[config.mk]
export PLATFORM = sky130hd
export DESIGN_NAME = rng_entropy_packer_flat
export DESIGN_NICKNAME = d
export VERILOG_FILES = /design/src/rtl/rng_entropy_packer_if.sv /design/src/rtl/rng_entropy_packer.sv /design/src/flat_wrapper.sv
export SDC_FILE = /design/constraint.sdc
export NUM_CORES = 1
export LEC_CHECK = 0
export ABC_AREA = 1
export CAP_MARGIN = 0
export CELL_PAD_IN_SITES_DETAIL_PLACEMENT = 1
export CELL_PAD_IN_SITES_GLOBAL_PLACEMENT = 1
export CORE_MARGIN = 5
export CORE_UTILIZATION = 50
export CTS_BUF_LIST = sky130_fd_sc_hd__clkbuf_16
export DETAILED_ROUTE_END_ITERATION = 12
export PLACE_DENSITY_LB_ADDON = 0.1
export SETUP_SLACK_MARGIN = 0.05
export SYNTH_ARGS = -nofsm -noshare
export SYNTH_HDL_FRONTEND = slang
export SYNTH_SLANG_ARGS = --single-unit
[constraint.sdc]
create_clock -name clk -period 4.46 [get_ports clk]
set_input_delay 1.338 -clock clk [delete_from_list [all_inputs] [get_ports clk]]
set_output_delay 1.338 -clock clk [all_outputs]
set_load 0.02 [all_outputs]
[src/rtl/rng_entropy_packer_if.sv]
// Output word stream of rng_entropy_packer: show-ahead valid/ready bus toward the HPS-side reader.
interface rng_entropy_packer_if;
   logic [31:0] out_data;
   logic        out_valid;
   logic        out_ready;

   modport master (
      output out_data,
      output out_valid,
      input  out_ready
   );

   modport slave (
      input  out_data,
      input  out_valid,
      output out_ready
   );
endinterface

[src/rtl/rng_entropy_packer.sv]
// Combines A/B sample LSBs into raw random bits, optionally debiases them (RNG_VON_NEUMANN_EN),
// packs 32-bit words LSB first and buffers them in a show-ahead FIFO with overflow/overrange status.
module rng_entropy_packer #(
   parameter int FIFO_DEPTH = 16,
   parameter int LVL_W      = 5
) (
   input  logic                  clk,
   input  logic                  reset,
   input  logic [13:0]           ada_d,
   input  logic                  ada_valid,
   input  logic                  ada_or,
   input  logic [13:0]           adb_d,
   input  logic                  adb_valid,
   input  logic                  adb_or,
   rng_entropy_packer_if.master  stream,
   output logic [LVL_W-1:0]      fifo_level,
   output logic                  overflow,
   input  logic                  clr_overflow,
   output logic [15:0]           or_count
);

   localparam int                AW      = $clog2(FIFO_DEPTH);
   localparam logic [LVL_W-1:0]  DEPTH_L = LVL_W'(FIFO_DEPTH);

   logic              pair_s;
   logic              ovr_s;
   logic              unused_bits_s;
   logic              raw_vld_r;
   logic              raw_bit_r;
   logic [15:0]       or_count_r;

   logic              pk_vld_s;
   logic              pk_bit_s;
   logic [31:0]       word_s;
   logic [31:0]       shreg_r;
   logic [4:0]        bit_cnt_r;
   logic              push_vld_r;
   logic [31:0]       push_word_r;

   logic [31:0]       mem_r [FIFO_DEPTH];
   logic [AW-1:0]     wr_ptr_r;
   logic [AW-1:0]     rd_ptr_r;
   logic [LVL_W-1:0]  level_r;
   logic              overflow_r;
   logic              pop_s;
   logic              push_ok_s;

   assign pair_s        = ada_valid && adb_valid;
   assign ovr_s         = ada_or || adb_or;
   // Only the LSBs carry entropy; the upper sample bits are intentionally dropped.
   assign unused_bits_s = ^{ada_d[13:1], adb_d[13:1]};

   // Stage 1: raw bit extraction and saturating overrange-discard counter.
   always_ff @(posedge clk) begin
      if (reset) begin
         raw_vld_r  <= 1'b0;
         raw_bit_r  <= 1'b0;
         or_count_r <= 16'd0;
      end else begin
         raw_vld_r <= pair_s && !ovr_s;
         raw_bit_r <= ada_d[0] ^ adb_d[0];
         if (pair_s && ovr_s && (or_count_r != 16'hFFFF)) begin
            or_count_r <= or_count_r + 16'd1;
         end else begin
            or_count_r <= or_count_r;
         end
      end
   end

`ifdef RNG_VON_NEUMANN_EN
   typedef enum logic {
      IDLE       = 1'b0,
      HAVE_FIRST = 1'b1
   } vn_state_t;

   vn_state_t vn_state_r;
   logic      vn_first_r;
   logic      vn_vld_r;
   logic      vn_bit_r;

   // Stage 2: Von Neumann corrector, emits the first bit of an unequal raw pair.
   always_ff @(posedge clk) begin
      if (reset) begin
         vn_state_r <= IDLE;
         vn_first_r <= 1'b0;
         vn_vld_r   <= 1'b0;
         vn_bit_r   <= 1'b0;
      end else if (raw_vld_r) begin
         case (vn_state_r)
            IDLE: begin
               vn_first_r <= raw_bit_r;
               vn_state_r <= HAVE_FIRST;
               vn_vld_r   <= 1'b0;
            end
            HAVE_FIRST: begin
               vn_state_r <= IDLE;
               vn_vld_r   <= (vn_first_r != raw_bit_r);
               vn_bit_r   <= vn_first_r;
            end
            default: begin
               vn_state_r <= IDLE;
               vn_vld_r   <= 1'b0;
            end
         endcase
      end else begin
         vn_vld_r <= 1'b0;
      end
   end

   assign pk_vld_s = vn_vld_r;
   assign pk_bit_s = vn_bit_r;
`else
   assign pk_vld_s = raw_vld_r;
   assign pk_bit_s = raw_bit_r;
`endif

   // New bits enter at the MSB so the first bit ends up in bit 0 after 32 shifts.
   assign word_s = {pk_bit_s, shreg_r[31:1]};

   // Packer: shift register plus bit counter; a completed word is staged for the FIFO.
   always_ff @(posedge clk) begin
      if (reset) begin
         shreg_r     <= 32'd0;
         bit_cnt_r   <= 5'd0;
         push_vld_r  <= 1'b0;
         push_word_r <= 32'd0;
      end else if (pk_vld_s) begin
         shreg_r     <= word_s;
         bit_cnt_r   <= bit_cnt_r + 5'd1;
         push_vld_r  <= (bit_cnt_r == 5'd31);
         push_word_r <= word_s;
      end else begin
         push_vld_r  <= 1'b0;
      end
   end

   assign pop_s     = (level_r != '0) && stream.out_ready;
   assign push_ok_s = push_vld_r && ((level_r < DEPTH_L) || pop_s);

   // FIFO storage; when full with a simultaneous pop, the write lands in the slot being freed.
   always_ff @(posedge clk) begin
      if (push_ok_s) begin
         mem_r[wr_ptr_r] <= push_word_r;
      end else begin
         mem_r[wr_ptr_r] <= mem_r[wr_ptr_r];
      end
   end

   // FIFO pointers, level and sticky overflow (set has priority over clear).
   always_ff @(posedge clk) begin
      if (reset) begin
         wr_ptr_r   <= '0;
         rd_ptr_r   <= '0;
         level_r    <= '0;
         overflow_r <= 1'b0;
      end else begin
         if (push_ok_s) begin
            wr_ptr_r <= wr_ptr_r + AW'(1);
         end else begin
            wr_ptr_r <= wr_ptr_r;
         end
         if (pop_s) begin
            rd_ptr_r <= rd_ptr_r + AW'(1);
         end else begin
            rd_ptr_r <= rd_ptr_r;
         end
         case ({push_ok_s, pop_s})
            2'b10:   level_r <= level_r + LVL_W'(1);
            2'b01:   level_r <= level_r - LVL_W'(1);
            default: level_r <= level_r;
         endcase
         if (push_vld_r && !push_ok_s) begin
            overflow_r <= 1'b1;
         end else if (clr_overflow) begin
            overflow_r <= 1'b0;
         end else begin
            overflow_r <= overflow_r;
         end
      end
   end

   assign stream.out_valid = (level_r != '0);
   assign stream.out_data  = (level_r != '0) ? mem_r[rd_ptr_r] : 32'd0;
   assign fifo_level       = level_r;
   assign overflow         = overflow_r;
   assign or_count         = or_count_r;

endmodule

[src/flat_wrapper.sv]
// flat-port wrapper written by rule: the top's interface ports become plain ports
module rng_entropy_packer_flat 
#(
   parameter int FIFO_DEPTH = 16,
   parameter int LVL_W      = 5
)
  (clk, reset, ada_d, ada_valid, ada_or, adb_d, adb_valid, adb_or, fifo_level, overflow, clr_overflow, or_count, stream_out_data, stream_out_valid, stream_out_ready);
  rng_entropy_packer_if stream_i ();
  input  logic clk;
  input  logic reset;
  input  logic [13:0] ada_d;
  input  logic ada_valid;
  input  logic ada_or;
  input  logic [13:0] adb_d;
  input  logic adb_valid;
  input  logic adb_or;
  output logic [LVL_W-1:0] fifo_level;
  output logic overflow;
  input  logic clr_overflow;
  output logic [15:0] or_count;
  output wire logic [$bits(stream_i.out_data)-1:0] stream_out_data;
  output wire logic [$bits(stream_i.out_valid)-1:0] stream_out_valid;
  input wire logic [$bits(stream_i.out_ready)-1:0] stream_out_ready;
  assign stream_out_data = stream_i.out_data;
  assign stream_out_valid = stream_i.out_valid;
  assign stream_i.out_ready = stream_out_ready;
  rng_entropy_packer #(.FIFO_DEPTH(FIFO_DEPTH), .LVL_W(LVL_W)) u_core (.clk(clk), .reset(reset), .ada_d(ada_d), .ada_valid(ada_valid), .ada_or(ada_or), .adb_d(adb_d), .adb_valid(adb_valid), .adb_or(adb_or), .stream(stream_i), .fifo_level(fifo_level), .overflow(overflow), .clr_overflow(clr_overflow), .or_count(or_count));
endmodule
Yosys cells after proc, flatten, opt, wreduce, memory -nomap -nowiden
Memory sizes are Yosys's and may differ from the RTL's. A register that Yosys moved wholly into a read port is not among the register bits. Index checks and enable logic that the tools add are counted. Widths: inputs -> output; s select.

Mux-type cells: 10. Reduce and logical (&&, ||, !) cells: 16. Order comparisons: 1. Bitwise operators: 3. Shift operators: 0. Add/subtract/negate cells: 6. Divide/modulo/power cells: 0. Multiply operators: 0. Equality and inequality tests: 5.

Operators with widths (count): $mux 32 (2); $add 16x1->16 const B (1); $ne 16x16->1 const B (1); $add 5x1->5 const B (2); $pmux 5 s2 (1); $add 4x1->4 const B (2); $mux 4 (2); $logic_and 1x1->1 (7); $eq 5x5->1 const B (1); $lt 5x5->1 const B (1); $mux 1 (5); $reduce_bool 5->1 (1); $sub 5x1->5 const B (1); $reduce_bool 2->1 (2); $eq 2x1->1 const B (1); $eq 2x2->1 const B (1); $logic_not 1->1 (2); $logic_or 1x1->1 (2); $reduce_and 2->1 (1); $reduce_or 2->1 (1); $ne 0x0->1 (1); $not 1->1 (1); $or 1x1->1 (1); $xor 1x1->1 (1).

Word-level logic and storage cells: 52. Memories: 1. Bits in writable memories: 512. Input port bits: 36. Memory bits (read-only): 0. Flip-flop bits (word level): 70. Bits in latches: 0. Output and inout bits: 55.

Memories: u_core.mem_r (depth 16, bits a word 32, read ports 1, clocked after Yosys merged registers in 1, wr ports 1, line rng_entropy_packer.sv:40) `logic [31:0] mem_r [FIFO_DEPTH];`.

Longest topological paths before layout
Gate-level depths: netlist of the first run.

Word-level depth: 7. Gate-level depth with buffers: 15.

Least setup slack after synthesis of the first run
OpenSTA, ideal clock, no wires.

Kind: input-to-reg. From: input stream_out_ready. To: memory u_core.mem_r[11][0], enable pin. Slack: 0.815 ns. Stages on the path: 4. Setup time: 0.421 ns. Required time: 4.039 ns. Arrival time: 3.224 ns. Cells stage by stage: inv_1 > a21oi_1 > nand2_1 > nor2_1.

Longest elaborated chain between the ends: 6. Elaborated cells on any way between the ends: 8.

RTL lines: start, declared (line flat_wrapper.sv:23) `input wire logic [$bits(stream_i.out_ready)-1:0] stream_out_ready;`; $logic_and 1x1->1 * (line rng_entropy_packer.sv:137) `assign pop_s = (level_r != '0) && stream.out_ready;`; $logic_or 1x1->1 * (line rng_entropy_packer.sv:138) `assign push_ok_s = push_vld_r && ((level_r < DEPTH_L) || pop_s);`; $logic_and 1x1->1 * (line rng_entropy_packer.sv:138); $mux 1 (on tied branches) (line rng_entropy_packer.sv:142, rng_entropy_packer.sv:145); $mux 1 (not written as such) / $reduce_and 2->1 (equally long branches); $or 1x1->1 (no source line) *; end, declared (line rng_entropy_packer.sv:40).

Mark *: on every way between the ends. The rest lies on a longest branch, timed or not.

==> results.yml, run 1 <==
status:
  run_status: "finished, final reports clean"
detailed_routing:
  vias: 15419
  wl_mm: 64.3
  drtAntennaViolNets: 0
  wire_per_inst_um: 25.0
  drc: 0
  drt-initial-drc-count: 1301
  via_per_inst: 5.99
  dr.pass1.iters: 5
synthesis:
  yosysSeqAreaShare_pct: 73.2
  syn_inst: 1851
  syn_nets: 1898
  synthTopCellsByArea: "edfxtp_1 (67%), nor2_1 (6.8%), dfxtp_1 (6.4%), o21ai_0 (6.3%), o221ai_1 (3.4%)"
  ys_seq_elements: 586
  syn_avg_cell_area_um2: 12.4
  yosys_warnings: 0
  synth.top_cell.area_share_pct: 66.7
  synth_largest_area_cell: "edfxtp_1"
  yosysUniqueCellTypes: 33
  netlist_area_um2: 23000
timing:
  worst_pin_slew_ns: 0.727
  finalCriticalPeriod_ns: 4.30
  fin_hold_ws_ns: 0.463
  hold_viol: 0
  rsz0062_at_grt: "false"
  period_share_pct: 96.4
  max_slew_margin_pct: 51.3
  report.final.slew_viol_count: 0
  finClkSkew_ns: 0.0185
  finalSetupViolCount: 0
  max_freq_ghz: 0.233
  fin_tns_setup_ns: 0
global_routing:
  grt.overflow.total: 0
  antenna_found_initial: 0
  grt_pass1_vias: 16162
  grt_max_degree: 73
  grt.total_usage_pct: 25.2
  grt_pass1_wl_mm: 97.7
floorplanning:
  initial_utilization_pct: 50.7
  boundaryPins: 91
  die_x_um: 225
  rows: 78
  dieHeight_um: 225
  dieArea_um2: 50500
  core-area_um2: 45500
power:
  p_total_mw: 14.7
  leakagePower_nw: 8.87
  seqPwrFrac_pct: 41.3
  cellPowerDensity_nw_per_um2: 549
  swShare_pct: 31.5
  peakVddDrop_mv: 0.360
  pwr-share-comb_pct: 26.0
  clkPwrFrac_pct: 32.6
  p_switching_mw: 4.63
  p_int_mw: 10.1
hold_path:
  hold_start: "u_core.overflow"
  hp-class: "flip-flop to flip-flop"
clocking:
  htreeDepth: 2
  clock-sinks: 586
  path_clk_slew_ns: 0.06
  clock_latency_ns: 0.62
  cts_buffers: 59
  clock_path_buffers: 3
  cts_tree: "done"
  root_buffer: "clkbuf_16"
job:
  maxCapViolCount: 0
placed_design:
  placed_cells: 2460
  portBuffers: 64
  gp_congestion: 0.764
  dpl.hpwl_mm: 35.2
worst_setup_path:
  cp-end-kind: "output pin"
  startpoint_type: "flip-flop"
  cp.required_ns: 3.12
  critical_path_buf_inv_count: 4
  path_delay_family: "buffers and inverters"
  crit_chain: "inv_16, buf_12, buf_4, o21ai_0, o221ai_1, nand3_1, a21oi_1, clkdlybuf4s50_1"
  critPathMaxStageDelay_ns: 0.68
  crit_fanout: 41
  critical-path-slowest-cell: "clkdlybuf4s50_1"
  path_class: "flip-flop to output pin"
  r2r_start: "u_core.fifo_level[4]"
  crit_arrival_ns: 2.96
final_layout:
  n_antenna_cell: 0
  drive_gt1_share_pct: 9.12
  final_common_cell: "edfxtp_1"
  syn_to_final_growth_pct: 16.4
  post-route-util_pct: 58.9
  nets: 1972
  fin_cells: 2574
  fill_cells: 4515
  final_cell_mix: "edfxtp_1 (512), nor2_1 (402), o21ai_0 (291)"
[cell families after synthesis]
kind of cell / synth area share, %
adders and majority gates: 0.597
xor gates and xnor gates: 0.494
DFF: 73.2
and+or+nand+nor: 9.82
buffers and inverters: 3.30
AOI/OAI and AO/OA: 12.6
[Yosys cell counts]
cell	instances
buf_4	9
xor2_1	9
inv_1	44
and3_1	2
nand3b_1	1
inv_2	2
o21a_1	1
a21oi_1	52
o21ai_1	30
edfxtp_1	512
o21ai_0	291
dfxtp_1	74
nand2_2	1
o22ai_1	38
clkinv_1	2
nor4_1	3
nor2_1	418
nand2_1	63
nand3_1	63
ha_1	11
nor3b_1	1
nor3_1	12
clkbuf_2	2
clkbuf_1	74
a31oi_1	1
nor3_2	1
buf_2	27
buf_6	7
nor2_2	1
xnor2_1	4
o221ai_1	90
buf_1	3
nand4_1	2
[power by group through the flow]
stage,registers (mW),clock network [mW],logic [mW]
global route,6.08,5.13,4.13
CTS,6.08,4.88,3.84
detailed placement,6.19,0,3.74
global placement,6.19,0,3.63
finish,6.08,4.80,3.83
floorplan,6.14,0,2.23
[registers in the layout, summed over array words and instances, names as in the netlist, named ones only]
| register | cells |
|---|---|
| u_core.bit_cnt_r | 5 |
| u_core.fifo_level | 5 |
| u_core.mem_r | 512 |
| u_core.or_count | 16 |
| u_core.overflow | 1 |
| u_core.pk_bit_s | 1 |
| u_core.pk_vld_s | 1 |
| u_core.push_vld_r | 1 |
| u_core.push_word_r | 32 |
| u_core.rd_ptr_r | 4 |
| u_core.wr_ptr_r | 4 |
[per-stage QoR]
step	setup slack, ns	instance area (um^2)
floorplan	0.815	23000
global placement	0.543	24800
detailed placement	0.519	24800
CTS	0.0264	26700
global route	0.0469	26800
finish	0.161	26800
[worst min-delay path, cell delays in order (launching register included)]
cell	delay (ns)
dfxtp_1	0.31
nand2_1	0.06
a21oi_1	0.05
[layout make-up]
class                   instances  area (um^2)  share of cell area, %
clock buffers                  60         1500                   5.60
clock inverters                50          379                   1.41
inverters                      48          199                  0.742
multi-input cells            1095         5550                   20.7
flip-flops and latches        586        16900                   62.9
well taps                     600          751                   2.80
repair buffers                135         1560                   5.82
[per-layer routing]
| metal | routed length [um] | GRT usage, % | up-vias |
|---|---|---|---|
| li1 | - | - | 6963 |
| met1 | 26800 | 33.4 | 7906 |
| met2 | 32600 | 43.9 | 445 |
| met3 | 3290 | 3.15 | 105 |
| met4 | 1610 | 7.99 | 0 |
| met5 | 0 | 0 | - |
[final timing paths]
check	cells after the start	slack, ns	end
setup / recovery	8	0.16	stream_out_data[4]
hold / removal	2	0.46	u_core.overflow
setup reg to reg	10	2.13	u_core.fifo_level[2]
hold reg to reg	2	0.46	u_core.overflow
[what timing repair did]
item                                    CTS  global route
endpoints found under the hold margin     0             0
resized for setup                        13            20
gates cloned                              1             0
buffers inserted                          1             2
hold buffers                              0             0
endpoints found under the setup margin   31            25
pin swaps                                 0             0
(Power assumes the default switching activity.)
==> run 2, diff against run 1 <==
==> constraint.sdc (replaced) <==
create_clock -name clk -period 4.46 [get_ports clk]
set_input_delay 1.338 -clock clk [delete_from_list [all_inputs] [get_ports clk]]
set_output_delay 1.338 -clock clk [all_outputs]
set_load 0.005 [all_outputs]
==> run 2 against run 1 <==
Compared with the run above:
- clock power increased by 0.8%
- die area unchanged
- cell area decreased by 0.43%
- critical path depth unchanged
- global-route usage increased by 0.097 points
- first-iteration DRC count increased by 3.8%
- critical path type unchanged
==> results.yml, run 2 (synthesis gave the netlist of run 1 again) <==
timing:
  report.final.slew_viol_count: 0
  max_freq_ghz: 0.231
  finalSetupViolCount: 0
  hold_viol: 0
  max_slew_margin_pct: 49.6
  finClkSkew_ns: 0.0229
  finalCriticalPeriod_ns: 4.33
  worst_pin_slew_ns: 0.755
  rsz0062_at_grt: "true"
  period_share_pct: 97.1
  fin_hold_ws_ns: 0.463
final_layout:
  top_register: "u_core.mem_r"
  syn_to_final_growth_pct: 15.9
  drive_gt1_share_pct: 8.84
  final_common_cell: "edfxtp_1"
  fin_cells: 2569
  stdcell_area_um2: 26700
  largest_reg_flops: 512
  nets: 1965
  n_antenna_cell: 0
  final_cell_mix: "edfxtp_1 (512), nor2_1 (402), o21ai_0 (291)"
worst_setup_path:
  startpoint_type: "flip-flop"
  path_delay_family: "buffers and inverters"
  path_class: "flip-flop to output pin"
  critical_path_buf_inv_count: 2
  critical-path-slowest-cell: "clkdlybuf4s50_1"
  cp.required_ns: 3.12
  crit_chain: "buf_16, o21ai_0, o22ai_1, nor2_1, nor2_1, o21ai_1, a21oi_1, clkdlybuf4s50_1"
  critPathMaxStageDelay_ns: 0.59
  crit_fanout: 96
  cp-end-kind: "output pin"
  crit_arrival_ns: 2.99
  critPathMostFrequentCell: "nor2_1"
clocking:
  htreeDepth: 2
  path_clk_slew_ns: 0.06
  cts_tree: "done"
  cts_buffers: 60
  clock_latency_ns: 0.63
  hold_buffers: 0
  clock-sinks: 586
  clock_path_buffers: 3
  root_buffer: "clkbuf_16"
placed_design:
  portBuffers: 64
  postPlaceCellArea_um2: 24700
  placed_cells: 2452
  gp_congestion: 0.781
  dpl.hpwl_mm: 34.4
power:
  clkPwrFrac_pct: 33.6
  peakVddDrop_mv: 0.364
  cellPowerDensity_nw_per_um2: 540
  pwr-share-comb_pct: 24.5
  p_int_mw: 10.1
  p_switching_mw: 4.32
  seqPwrFrac_pct: 41.9
  leakagePower_nw: 8.71
  swShare_pct: 30.0
detailed_routing:
  via_per_inst: 6.06
  wl_mm: 64.8
  vias: 15560
  dr.pass1.iters: 5
  drt-initial-drc-count: 1351
  drc: 0
  wire_per_inst_um: 25.2
  drtAntennaViolNets: 0
status:
  run_status: "finished, final reports clean"
floorplanning:
  dieHeight_um: 225
  boundaryPins: 91
  core-area_um2: 45500
  dieArea_um2: 50500
  rows: 78
  initial_utilization_pct: 50.7
  die_x_um: 225
global_routing:
  grt.total_usage_pct: 25.3
  grt_max_degree: 97
  grt_pass1_wl_mm: 98.0
  antenna_found_initial: 0
  grt.overflow.total: 0
  grt_pass1_vias: 16440
job:
  maxCapViolCount: 0
hold_path:
  hp-class: "flip-flop to flip-flop"
==> run 2: routing by layer <==
layer / global-route usage [%] / routed length [um] / vias to the layer above
met5: 0 / 0 / -
met4: 7.92 / 1810 / 0
met3: 4.40 / 3920 / 120
met2: 43.7 / 32400 / 539
met1: 33.1 / 26700 / 7952
li1: - / - / 6949
==> run 2: final timing paths <==
check / to / slack, ns / cells after the start / startpoint
worst max-delay path: stream_out_data[21] / 0.13 / 8 / flip-flop
worst max register to register: u_core.fifo_level[4] / 2.09 / 14 / u_core.push_vld_r
worst min register to register: u_core.overflow / 0.46 / 2 / u_core.overflow
worst min-delay path: u_core.overflow / 0.46 / 2 / u_core.overflow
==> run 2: power groups by stage <==
stage | combinational (mW) | clock [mW] | sequential, mW
after floorplan | 1.90 | 0 | 6.12
after global placement | 3.28 | 0 | 6.16
after detailed placement | 3.40 | 0 | 6.17
after CTS | 3.44 | 4.94 | 6.06
after global routing | 3.86 | 5.19 | 6.05
final | 3.53 | 4.84 | 6.04
==> run 2: area by class of cell <==
cell class / count / area (um^2)
fillers: 4515 / 18800
flip-flops and latches: 586 / 16900
clock inverters: 53 / 395
inverters: 48 / 198
well taps: 600 / 751
repair buffers: 127 / 1430
clock buffers: 60 / 1500
multi-input cells: 1095 / 5550
==> run 2: per-stage QoR <==
step	utilization, %	setup WS, ns	setup TNS [ns]	power [mW]
5_1_grt	58.7	-0.00413	-0.00413	15.1
4_1_cts	58.4	0.0768	0	14.4
3_3_place_gp	54.2	0.602	0	9.44
2_1_floorplan	-	0.815	0	8.02
6_report	58.7	0.129	0	14.4
3_5_place_dp	54.2	0.531	0	9.57
==> run 2: worst min-delay path, cell delays in order (launching register included) <==
cell     delay (ns)
dfxtp_1        0.31
nand2_1        0.06
a21oi_1        0.05
==> run 2: timing repair <==
item,in CTS,in global routing
endpoints found under the setup margin,11,19
gates resized for setup,5,13
buffers inserted,0,3
gates cloned,0,1
